--- src/rtl/spi_arb_pkg.sv ---
// Shared types and defaults for the SPI transaction arbiter.
package spi_arb_pkg;

  typedef enum logic [2:0] {
    IDLE  = 3'd0,
    SETUP = 3'd1,
    SHIFT = 3'd2,
    HOLD  = 3'd3,
    GAP   = 3'd4
  } spi_state_e;

  localparam int unsigned DEF_DATA_W  = 8;
  localparam int unsigned DEF_CLK_DIV = 2;
  localparam int unsigned DEF_CS_GAP  = 2;

  // Clock cycles cs stays low for one frame: setup + 2*DATA_W half-periods + hold.
  function automatic int unsigned cs_low_cycles(input int unsigned clk_div,
                                                input int unsigned data_w);
    return clk_div * (2 * data_w + 2);
  endfunction

endpackage

--- src/rtl/spi_shift_engine.sv ---
// SPI mode-0 shift engine: sclk divider, edge counter, tx/rx shift registers.
// SPI_LOOPBACK_EN: sample the registered mosi instead of the external miso.
module spi_shift_engine #(
  parameter int unsigned DATA_W  = 8,
  parameter int unsigned CLK_DIV = 2
) (
  input  logic              clk,
  input  logic              rst_n,
  input  logic              start,
  input  logic              run,
  input  logic [DATA_W-1:0] tx_word,
  input  logic              miso,
  output logic              sclk,
  output logic              mosi,
  output logic [DATA_W-1:0] rx_word,
  output logic              last_edge
);

  localparam int unsigned EDGES = 2 * DATA_W;
  localparam int unsigned EC_W  = $clog2(EDGES + 1);
  localparam int unsigned DIV_W = (CLK_DIV > 1) ? $clog2(CLK_DIV) : 1;

  logic [DIV_W-1:0]  div_q, div_d;
  logic [EC_W-1:0]   edge_q, edge_d;
  logic              sclk_q, sclk_d;
  logic [DATA_W-1:0] tx_sr_q, tx_sr_d;
  logic [DATA_W-1:0] rx_sr_q, rx_sr_d;
  logic              tick;
  logic              miso_src;

`ifdef SPI_LOOPBACK_EN
  logic unused_miso;
  assign unused_miso = miso;
  assign miso_src    = tx_sr_q[DATA_W-1];
`else
  assign miso_src    = miso;
`endif

  // One tick per half-period; the tick after the final edge closes the last half-period.
  assign tick      = run && (div_q == DIV_W'(CLK_DIV - 1));
  assign last_edge = tick && (edge_q == EC_W'(EDGES));

  assign sclk    = sclk_q;
  assign mosi    = tx_sr_q[DATA_W-1];
  assign rx_word = rx_sr_q;

  // Divider, edge sequencing, sample on rise and shift on fall.
  always_comb begin
    div_d   = div_q;
    edge_d  = edge_q;
    sclk_d  = sclk_q;
    tx_sr_d = tx_sr_q;
    rx_sr_d = rx_sr_q;
    if (start) begin
      div_d   = '0;
      edge_d  = '0;
      sclk_d  = 1'b0;
      tx_sr_d = tx_word;
      rx_sr_d = '0;
    end else if (run) begin
      div_d = tick ? '0 : div_q + 1'b1;
      if (tick && (edge_q != EC_W'(EDGES))) begin
        edge_d = edge_q + 1'b1;
        sclk_d = ~sclk_q;
        if (!sclk_q) begin
          rx_sr_d = {rx_sr_q[DATA_W-2:0], miso_src};
        end else begin
          tx_sr_d = {tx_sr_q[DATA_W-2:0], 1'b0};
        end
      end
    end
  end

  // Engine state registers.
  always_ff @(posedge clk or negedge rst_n) begin
    if (!rst_n) begin
      div_q   <= '0;
      edge_q  <= '0;
      sclk_q  <= 1'b0;
      tx_sr_q <= '0;
      rx_sr_q <= '0;
    end else begin
      div_q   <= div_d;
      edge_q  <= edge_d;
      sclk_q  <= sclk_d;
      tx_sr_q <= tx_sr_d;
      rx_sr_q <= rx_sr_d;
    end
  end

endmodule

--- src/rtl/spi_txn_arbiter.sv ---
// Round-robin arbiter sharing one SPI master port between NUM_REQ requesters.
// SPI_LOOPBACK_EN: frames return the transmitted word (see spi_shift_engine).
module spi_txn_arbiter
  import spi_arb_pkg::*;
#(
  parameter int unsigned NUM_REQ = 2,
  parameter int unsigned DATA_W  = DEF_DATA_W,
  parameter int unsigned CLK_DIV = DEF_CLK_DIV,
  parameter int unsigned CS_GAP  = DEF_CS_GAP
) (
  input  logic                      clock_in,
  input  logic                      rs,
  input  logic [NUM_REQ-1:0]        req,
  input  logic [NUM_REQ*DATA_W-1:0] tx_data,
  output logic [NUM_REQ-1:0]        gnt,
  output logic [NUM_REQ-1:0]        done,
  output logic [DATA_W-1:0]         rx_data,
  output logic                      busy,
  output logic                      sclk,
  output logic                      cs,
  output logic                      mosi,
  input  logic                      miso,
  output logic                      led
);

  localparam int unsigned PTR_W   = $clog2(NUM_REQ);
  localparam int unsigned CNT_MAX = (CLK_DIV > CS_GAP) ? CLK_DIV : CS_GAP;
  localparam int unsigned CNT_W   = (CNT_MAX > 1) ? $clog2(CNT_MAX) : 1;

  spi_state_e         state_q, state_d;
  logic [CNT_W-1:0]   cnt_q, cnt_d;
  logic [PTR_W-1:0]   ptr_q, ptr_d;
  logic [PTR_W-1:0]   win_q, win_d;
  logic [NUM_REQ-1:0] gnt_q, gnt_d;
  logic [NUM_REQ-1:0] done_q, done_d;
  logic [DATA_W-1:0]  rx_data_q, rx_data_d;
  logic               cs_q, cs_d;

  logic               arb_found;
  logic [PTR_W-1:0]   arb_pick;
  logic [PTR_W-1:0]   arb_cand;
  logic               eng_start;
  logic               eng_run;
  logic [DATA_W-1:0]  eng_tx_word;
  logic [DATA_W-1:0]  eng_rx_word;
  logic               eng_last_edge;

  assign eng_run     = (state_q == SETUP) || (state_q == SHIFT);
  assign eng_tx_word = tx_data[arb_pick*DATA_W +: DATA_W];

  spi_shift_engine #(
    .DATA_W  (DATA_W),
    .CLK_DIV (CLK_DIV)
  ) u_engine (
    .clk       (clock_in),
    .rst_n     (rs),
    .start     (eng_start),
    .run       (eng_run),
    .tx_word   (eng_tx_word),
    .miso      (miso),
    .sclk      (sclk),
    .mosi      (mosi),
    .rx_word   (eng_rx_word),
    .last_edge (eng_last_edge)
  );

  // Round-robin pick: first set req at or after the pointer, wrapping.
  always_comb begin
    arb_found = 1'b0;
    arb_pick  = '0;
    arb_cand  = '0;
    for (int unsigned i = 0; i < NUM_REQ; i++) begin
      arb_cand = PTR_W'((32'(ptr_q) + i) % NUM_REQ);
      if (!arb_found && req[arb_cand]) begin
        arb_found = 1'b1;
        arb_pick  = arb_cand;
      end
    end
  end

  // Frame sequencing FSM, grant/done generation and pointer rotation.
  always_comb begin
    state_d   = state_q;
    cnt_d     = cnt_q;
    ptr_d     = ptr_q;
    win_d     = win_q;
    gnt_d     = gnt_q;
    done_d    = '0;
    rx_data_d = rx_data_q;
    cs_d      = cs_q;
    eng_start = 1'b0;
    // grant is held through the done cycle and released one cycle later
    if (done_q != '0) begin
      gnt_d = '0;
    end
    case (state_q)
      IDLE: begin
        if (arb_found) begin
          state_d         = SETUP;
          cnt_d           = '0;
          win_d           = arb_pick;
          gnt_d           = '0;
          gnt_d[arb_pick] = 1'b1;
          cs_d            = 1'b0;
          eng_start       = 1'b1;
        end
      end
      SETUP: begin
        if (cnt_q == CNT_W'(CLK_DIV - 1)) begin
          state_d = SHIFT;
          cnt_d   = '0;
        end else begin
          cnt_d = cnt_q + 1'b1;
        end
      end
      SHIFT: begin
        if (eng_last_edge) begin
          state_d = HOLD;
          cnt_d   = '0;
        end
      end
      HOLD: begin
        if (cnt_q == CNT_W'(CLK_DIV - 1)) begin
          state_d       = GAP;
          cnt_d         = '0;
          cs_d          = 1'b1;
          done_d[win_q] = 1'b1;
          rx_data_d     = eng_rx_word;
          ptr_d         = (win_q == PTR_W'(NUM_REQ - 1)) ? '0 : win_q + 1'b1;
        end else begin
          cnt_d = cnt_q + 1'b1;
        end
      end
      GAP: begin
        if (cnt_q == CNT_W'(CS_GAP - 1)) begin
          state_d = IDLE;
          cnt_d   = '0;
        end else begin
          cnt_d = cnt_q + 1'b1;
        end
      end
      default: begin
        state_d = IDLE;
        cnt_d   = '0;
      end
    endcase
  end

  // Arbiter state registers; reset aborts any frame in flight.
  always_ff @(posedge clock_in or negedge rs) begin
    if (!rs) begin
      state_q   <= IDLE;
      cnt_q     <= '0;
      ptr_q     <= '0;
      win_q     <= '0;
      gnt_q     <= '0;
      done_q    <= '0;
      rx_data_q <= '0;
      cs_q      <= 1'b1;
    end else begin
      state_q   <= state_d;
      cnt_q     <= cnt_d;
      ptr_q     <= ptr_d;
      win_q     <= win_d;
      gnt_q     <= gnt_d;
      done_q    <= done_d;
      rx_data_q <= rx_data_d;
      cs_q      <= cs_d;
    end
  end

  assign gnt     = gnt_q;
  assign done    = done_q;
  assign rx_data = rx_data_q;
  assign cs      = cs_q;
  assign busy    = (state_q != IDLE);
  assign led     = busy;

endmodule
--- config.mk ---
export PLATFORM = sky130hd
export DESIGN_NAME = spi_txn_arbiter
export DESIGN_NICKNAME = d
export VERILOG_FILES = /design/src/rtl/spi_arb_pkg.sv /design/src/rtl/spi_shift_engine.sv /design/src/rtl/spi_txn_arbiter.sv
export SDC_FILE = /design/constraint.sdc
export NUM_CORES = 1
export LEC_CHECK = 0
export ABC_AREA = 1
export CAP_MARGIN = 25
export CORE_MARGIN = 1.5
export CORE_UTILIZATION = 56
export CTS_CLUSTER_DIAMETER = 80
export DETAILED_ROUTE_END_ITERATION = 10
export PLACE_DENSITY = 0.84
export SLEW_MARGIN = 20
export SYNTH_ARGS = -nofsm -noshare
export SYNTH_HDL_FRONTEND = slang
export SYNTH_SLANG_ARGS = --single-unit
--- constraint.sdc ---
create_clock -name clock_in -period 2.3 [get_ports clock_in]
set_input_delay 0.575 -clock clock_in [delete_from_list [all_inputs] [get_ports clock_in]]
set_output_delay 0.575 -clock clock_in [all_outputs]
set_load 0.05 [all_outputs]
# Word-level counts from Yosys, hierarchy flattened
# Cells that the tools add are included.
[totals]
register_bits = 42
wordCells = 111
[classes]
add_sub_neg = 5
order_cmp = 6
eq_ne = 12
shift = 1
mux = 49
n_bitwise = 1
n_reduce_logical = 24
[ops]
columns = ["operator", "n"]
rows = [
  ["$mux 8", 8],
  ["$mux 1", 23],
  ["$shiftx 16x5->8", 1],
  ["$mux 3", 5],
  ["$mux 5", 3],
  ["$pmux 3 s5", 1],
  ["$ne 2x2->1 const B", 6],
  ["$mux 2", 5],
  ["$reduce_bool 2->1", 5],
  ["$reduce_and 3->1", 3],
  ["$lt 1x2->1 const B", 4],
  ["$reduce_and 2->1", 4],
  ["$eq 3x2->1 const B", 2],
  ["$logic_and 1x1->1", 6],
  ["$add 5x1->5 const B", 1],
  ["$eq 5x5->1 const B", 1],
  ["$ne 5x5->1 const B", 1],
  ["$reduce_and 5->1", 1],
  ["$add 1x1->1 const B", 4],
  ["$eq 3x1->1 const B", 1],
  ["$eq 3x3->1 const B", 1],
  ["$logic_not 3->1", 1],
  ["$pmux 1 s3", 1],
  ["$reduce_bool 3->1", 1],
  ["other kinds (7)", 9],
]

# Depth between registers and ports, before layout
# Gate-level depths: netlist of run 1.
[logic_depth]
depth_word = 12
mapped_depth = 9
mapped_depth_nobuf = 9

# Modules after synthesis
# From an unflattened synthesis of run 1, not the netlist that was laid out.
[hier_totals]
hier_cells = 263
area_unflattened_um2 = 2099.5
[by_module_without_submodules]
columns = ["mod", "n_inst", "cells_each", "area_per_inst_um2", "seq_area_each_um2"]
rows = [
  ["spi_shift_engine", 1, 147, 1186.1, 575.6],
  ["spi_txn_arbiter", 1, 116, 913.4, 476.7],
]

# Worst setup path after synthesis of run 1
# OpenSTA, ideal clock, no wires.
[synth_path]
path_type = "register to output"
startpoint = "register state_q[0]"
endpoint = "output led"
t_arrival_ps = 1009
required_ps = 1725
setup_slack_ps = 716
path_stages_with_launch = 4
path_buffers = 1
cell_sequence = "dfrtp_1 > nor2_4 > nand2_4 > buf_4"
[synth_via]
elab_chain_len = 1
[synth_rtl]
columns = ["item", "line", "rtl"]
rows = [
  ["start: declaration", "spi_txn_arbiter.sv:30", "spi_state_e state_q, state_d;"],
  ["start signal: assignment", "spi_txn_arbiter.sv:161", "state_q <= state_d;"],
  ["$reduce_bool 3->1", "spi_txn_arbiter.sv:176", "assign busy = (state_q != IDLE);"],
  ["end: declaration", "spi_txn_arbiter.sv:23", "output logic led"],
]
# No other way between the ends.

# Worst setup path in the final report of run 1
[layout_path]
startpoint = "register cs_q (netlist: cs)"
endpoint = "output cs"
[layout_rtl]
columns = ["item", "line", "rtl"]
rows = [
  ["start: declaration", "spi_txn_arbiter.sv:37", "logic cs_q, cs_d;"],
  ["start signal: assignment", "spi_txn_arbiter.sv:168", "cs_q <= cs_d;"],
  ["end: declaration", "spi_txn_arbiter.sv:20", "output logic cs,"],
]
# No word-level cell between the ends.

==> results.sh, run 1 <==
export IMPL_final_cell_mix="83 x nand2_1, 41 x dfrtp_1, 34 x clkdlybuf4s50_1"
export IMPL_coreArea_mm2=0.003633
export IMPL_required_ps=1730
export IMPL_grt_pass1_vias=1606
export IMPL_critPathTopFamily="buffers and inverters"
export IMPL_yosys_register_bits=42
export IMPL_dieArea_mm2=0.004130
export IMPL_routabilityCongestion=0.8392
export IMPL_dpl_worst_slack_ps=179.4
export IMPL_critPathLaunch="cs"
export IMPL_worstSetupPathType="register to output port"
export IMPL_worst_slack_ps=103.6
export IMPL_cts_sinks=42
export IMPL_ys_warnings_count=0
export IMPL_fin_setup_tns_ps=0
export IMPL_area_delta_synth_final_pct=23.39
export IMPL_worst_r2r_startpoint="state_q[0]"
export IMPL_ys_types=32
export IMPL_clkTransAtPathRegs_ps=80
export IMPL_synthMuxAreaShare_pct=0
export IMPL_maxCapViolCount=0
export IMPL_rsz0062_at_grt="false"
export IMPL_slowest_delay_ps=790
export IMPL_cp_max_fo=2
export IMPL_synth_fp_nets=266
export IMPL_outcome="completed"
export IMPL_cts_max_path_buffers=2
export IMPL_root_buffer="clkbuf_8"
export IMPL_vias_per_cell=5.012
export IMPL_crit_path_top_delay_cell="clkdlybuf4s50_1"
export IMPL_finClkSkew_ps=7.672
export IMPL_ctsHoldBuffers=0
export IMPL_die_x_um=64.27
export IMPL_endpoint_kind="output port"
export IMPL_hold_path_class="input port to asynchronous set/reset pin"
export IMPL_yosys_area_share_simple_pct=31.96
export IMPL_fp_row_count=22
export IMPL_synth_area_mm2=0.002102
export IMPL_slew_headroom_pct=64.95
export IMPL_diodes=0
export IMPL_p_total_uw=3585
export IMPL_final_common_cell="nand2_1"
export IMPL_antenna_found_initial=0
export IMPL_synthXorXnorAreaFrac_pct=1.250
export IMPL_p_per_area_mw_per_mm2=1382
export IMPL_synth_top_family_by_area="simple AND/OR/NAND/NOR gates"
export IMPL_dr_pass1_iters=4
export IMPL_hold_viol_final=0
export IMPL_port_buffers=37
export IMPL_worst_ep_arrival_time_ps=1620
export IMPL_synth_compound_area_share_pct=7.738
export IMPL_dpl_hpwl_um=2985
export IMPL_setup_violations=0
export IMPL_start_kind="register"
export IMPL_drt_iter0_markers=142
export IMPL_die_y_um=64.27
export IMPL_grt_pass1_wl_um=7231
export IMPL_wirelength_um=4141
export IMPL_fin_crit_ps=2196
export IMPL_drive_gt1_share_pct=11.66
export IMPL_nNetsFinal=305
export IMPL_cp_num_buf_inv=1
export IMPL_worst_slew_pin_transition_ps=525.8
export IMPL_clk_latency_ps=300
export IMPL_finalCritPeriodShare_pct=95.50
export IMPL_grt_ovfl_total=0
export IMPL_wl_per_cell_um=12.51
export IMPL_cts_tree="yes"
export IMPL_start_util_pct=57.85
export IMPL_final_antenna_net_count=0
export IMPL_seq_area_frac_synth_pct=50.06
export IMPL_whs_ps=327.8
export IMPL_vias=1659
export IMPL_cp_cell_sequence="clkdlybuf4s50_1"
export IMPL_clock_fmax_mhz=455.3
export IMPL_io_pins=38
export IMPL_ir_drop_uv=683.0
export IMPL_avgSynthCellArea_um2=8.650
export IMPL_grt_max_degree=43
export IMPL_synthCells=243
export IMPL_grt_usage_pct=22.48
export IMPL_maxSlewViolCount=0
export IMPL_yosys_area_share_adder_pct=1.190
export IMPL_leakagePower_uw=0.001280
export IMPL_cts_buffers=5
export IMPL_h_tree_depth=2
export IMPL_drc=0
-- cells by family after synthesis --
family          count (synthesis)
flops                          42
xor+xnor                        3
fa+ha+maj                       2
compound gates                 27
simple gates                  136
buf+inv                        33
-- state kept, by name (all words and copies together), names as in the netlist --
| signal | cells |
|---|---|
| rx_data | 8 |
| u_engine.rx_word | 8 |
| u_engine.tx_sr_q | 8 |
| u_engine.edge_q | 5 |
| state_q | 3 |
| done | 2 |
| gnt | 2 |
| cnt_q | 1 |
| cs | 1 |
| ptr_q | 1 |
| u_engine.div_q | 1 |
| u_engine.sclk | 1 |
| win_q | 1 |
-- cell usage after synthesis --
library cell | instances | area (um2)
a21oi_1 | 2 | 10.01
buf_2 | 3 | 15.01
buf_4 | 2 | 15.01
buf_6 | 2 | 22.52
buf_8 | 1 | 15.01
clkbuf_1 | 1 | 3.750
dfrtp_1 | 41 | 1026
dfstp_2 | 1 | 26.28
ha_1 | 2 | 25.02
inv_1 | 22 | 82.58
inv_2 | 1 | 3.750
inv_4 | 1 | 6.260
nand2_1 | 83 | 311.6
nand2_2 | 2 | 12.51
nand2_4 | 5 | 56.30
nand3_1 | 31 | 155.2
nand3_2 | 1 | 10.01
nand3_4 | 1 | 17.52
nand4_1 | 3 | 18.77
nand4_4 | 1 | 21.27
nor2_1 | 5 | 18.77
nor2_4 | 2 | 22.52
nor2_8 | 1 | 20.02
nor3b_1 | 1 | 7.510
o211ai_1 | 1 | 7.510
o21ai_0 | 14 | 70.07
o21ai_1 | 5 | 25.02
o21ai_2 | 3 | 26.28
o21bai_2 | 1 | 11.26
o22ai_2 | 1 | 12.51
xnor2_1 | 2 | 17.52
xor2_1 | 1 | 8.760
-- report_power, final --
group	switching (uW)	internal [uW]	leakage (uW)
Sequential	185	988	0.000551
Clock	261	324	0.0000514
Combinational	1250	582	0.000677
-- final timing paths --
| kind | endpoint | slack (ps) | depth (start not counted) |
|---|---|---|---|
| setup / recovery | cs | 100 | 1 |
| hold / removal | rx_data[4] | 330 | 2 |
| setup reg to reg | u_engine.tx_sr_q[3] | 620 | 8 |
| hold reg to reg | done[0] | 440 | 1 |
| max in group asynchronous | cs | 1600 | 2 |
| min in group clock_in | done[0] | 440 | 1 |
-- stage by stage --
stage               utilization (%)  instance area (um2)  instances
finish                        71.38                 2594        331
global route                  71.38                 2594        331
CTS                           71.38                 2594        331
detailed placement            68.42                 2486        323
global placement              68.42                 2486        323
floorplan                         -                 2102        243
-- repair_timing --
action	in CTS	in global routing
buffers inserted	0	0
gates resized for setup	2	0
endpoints found under the hold margin	0	0
setup endpoints to repair	2	0
-- cell type report --
| class | instances | area (um2) |
|---|---|---|
| inverter | 24 | 92.59 |
| clock buffer | 6 | 72.57 |
| fill | 294 | 1040 |
| timing repair buffer | 41 | 392.9 |
| multi-input combinational | 168 | 885.9 |
| clock inverter | 2 | 37.54 |
| tap | 48 | 60.06 |
| sequential | 42 | 1052 |
-- routing by layer --
| layer | vias to the layer above | GRT usage [%] | wire (um) |
|---|---|---|---|
| li1 | 856 | - | - |
| met1 | 778 | 29.07 | 1898 |
| met2 | 23 | 37.63 | 2112 |
| met3 | 2 | 5.458 | 102 |
| met4 | 0 | 6.383 | 27 |
| met5 | - | 0 | 0 |
Power figures use the tool's default switching activity.
==> inputs of run 2 (changes only) <==
- SLEW_MARGIN: 20 -> default
==> results of run 2 <==
Same layout as run 1: the final DEF is identical, and so are final timing and power.
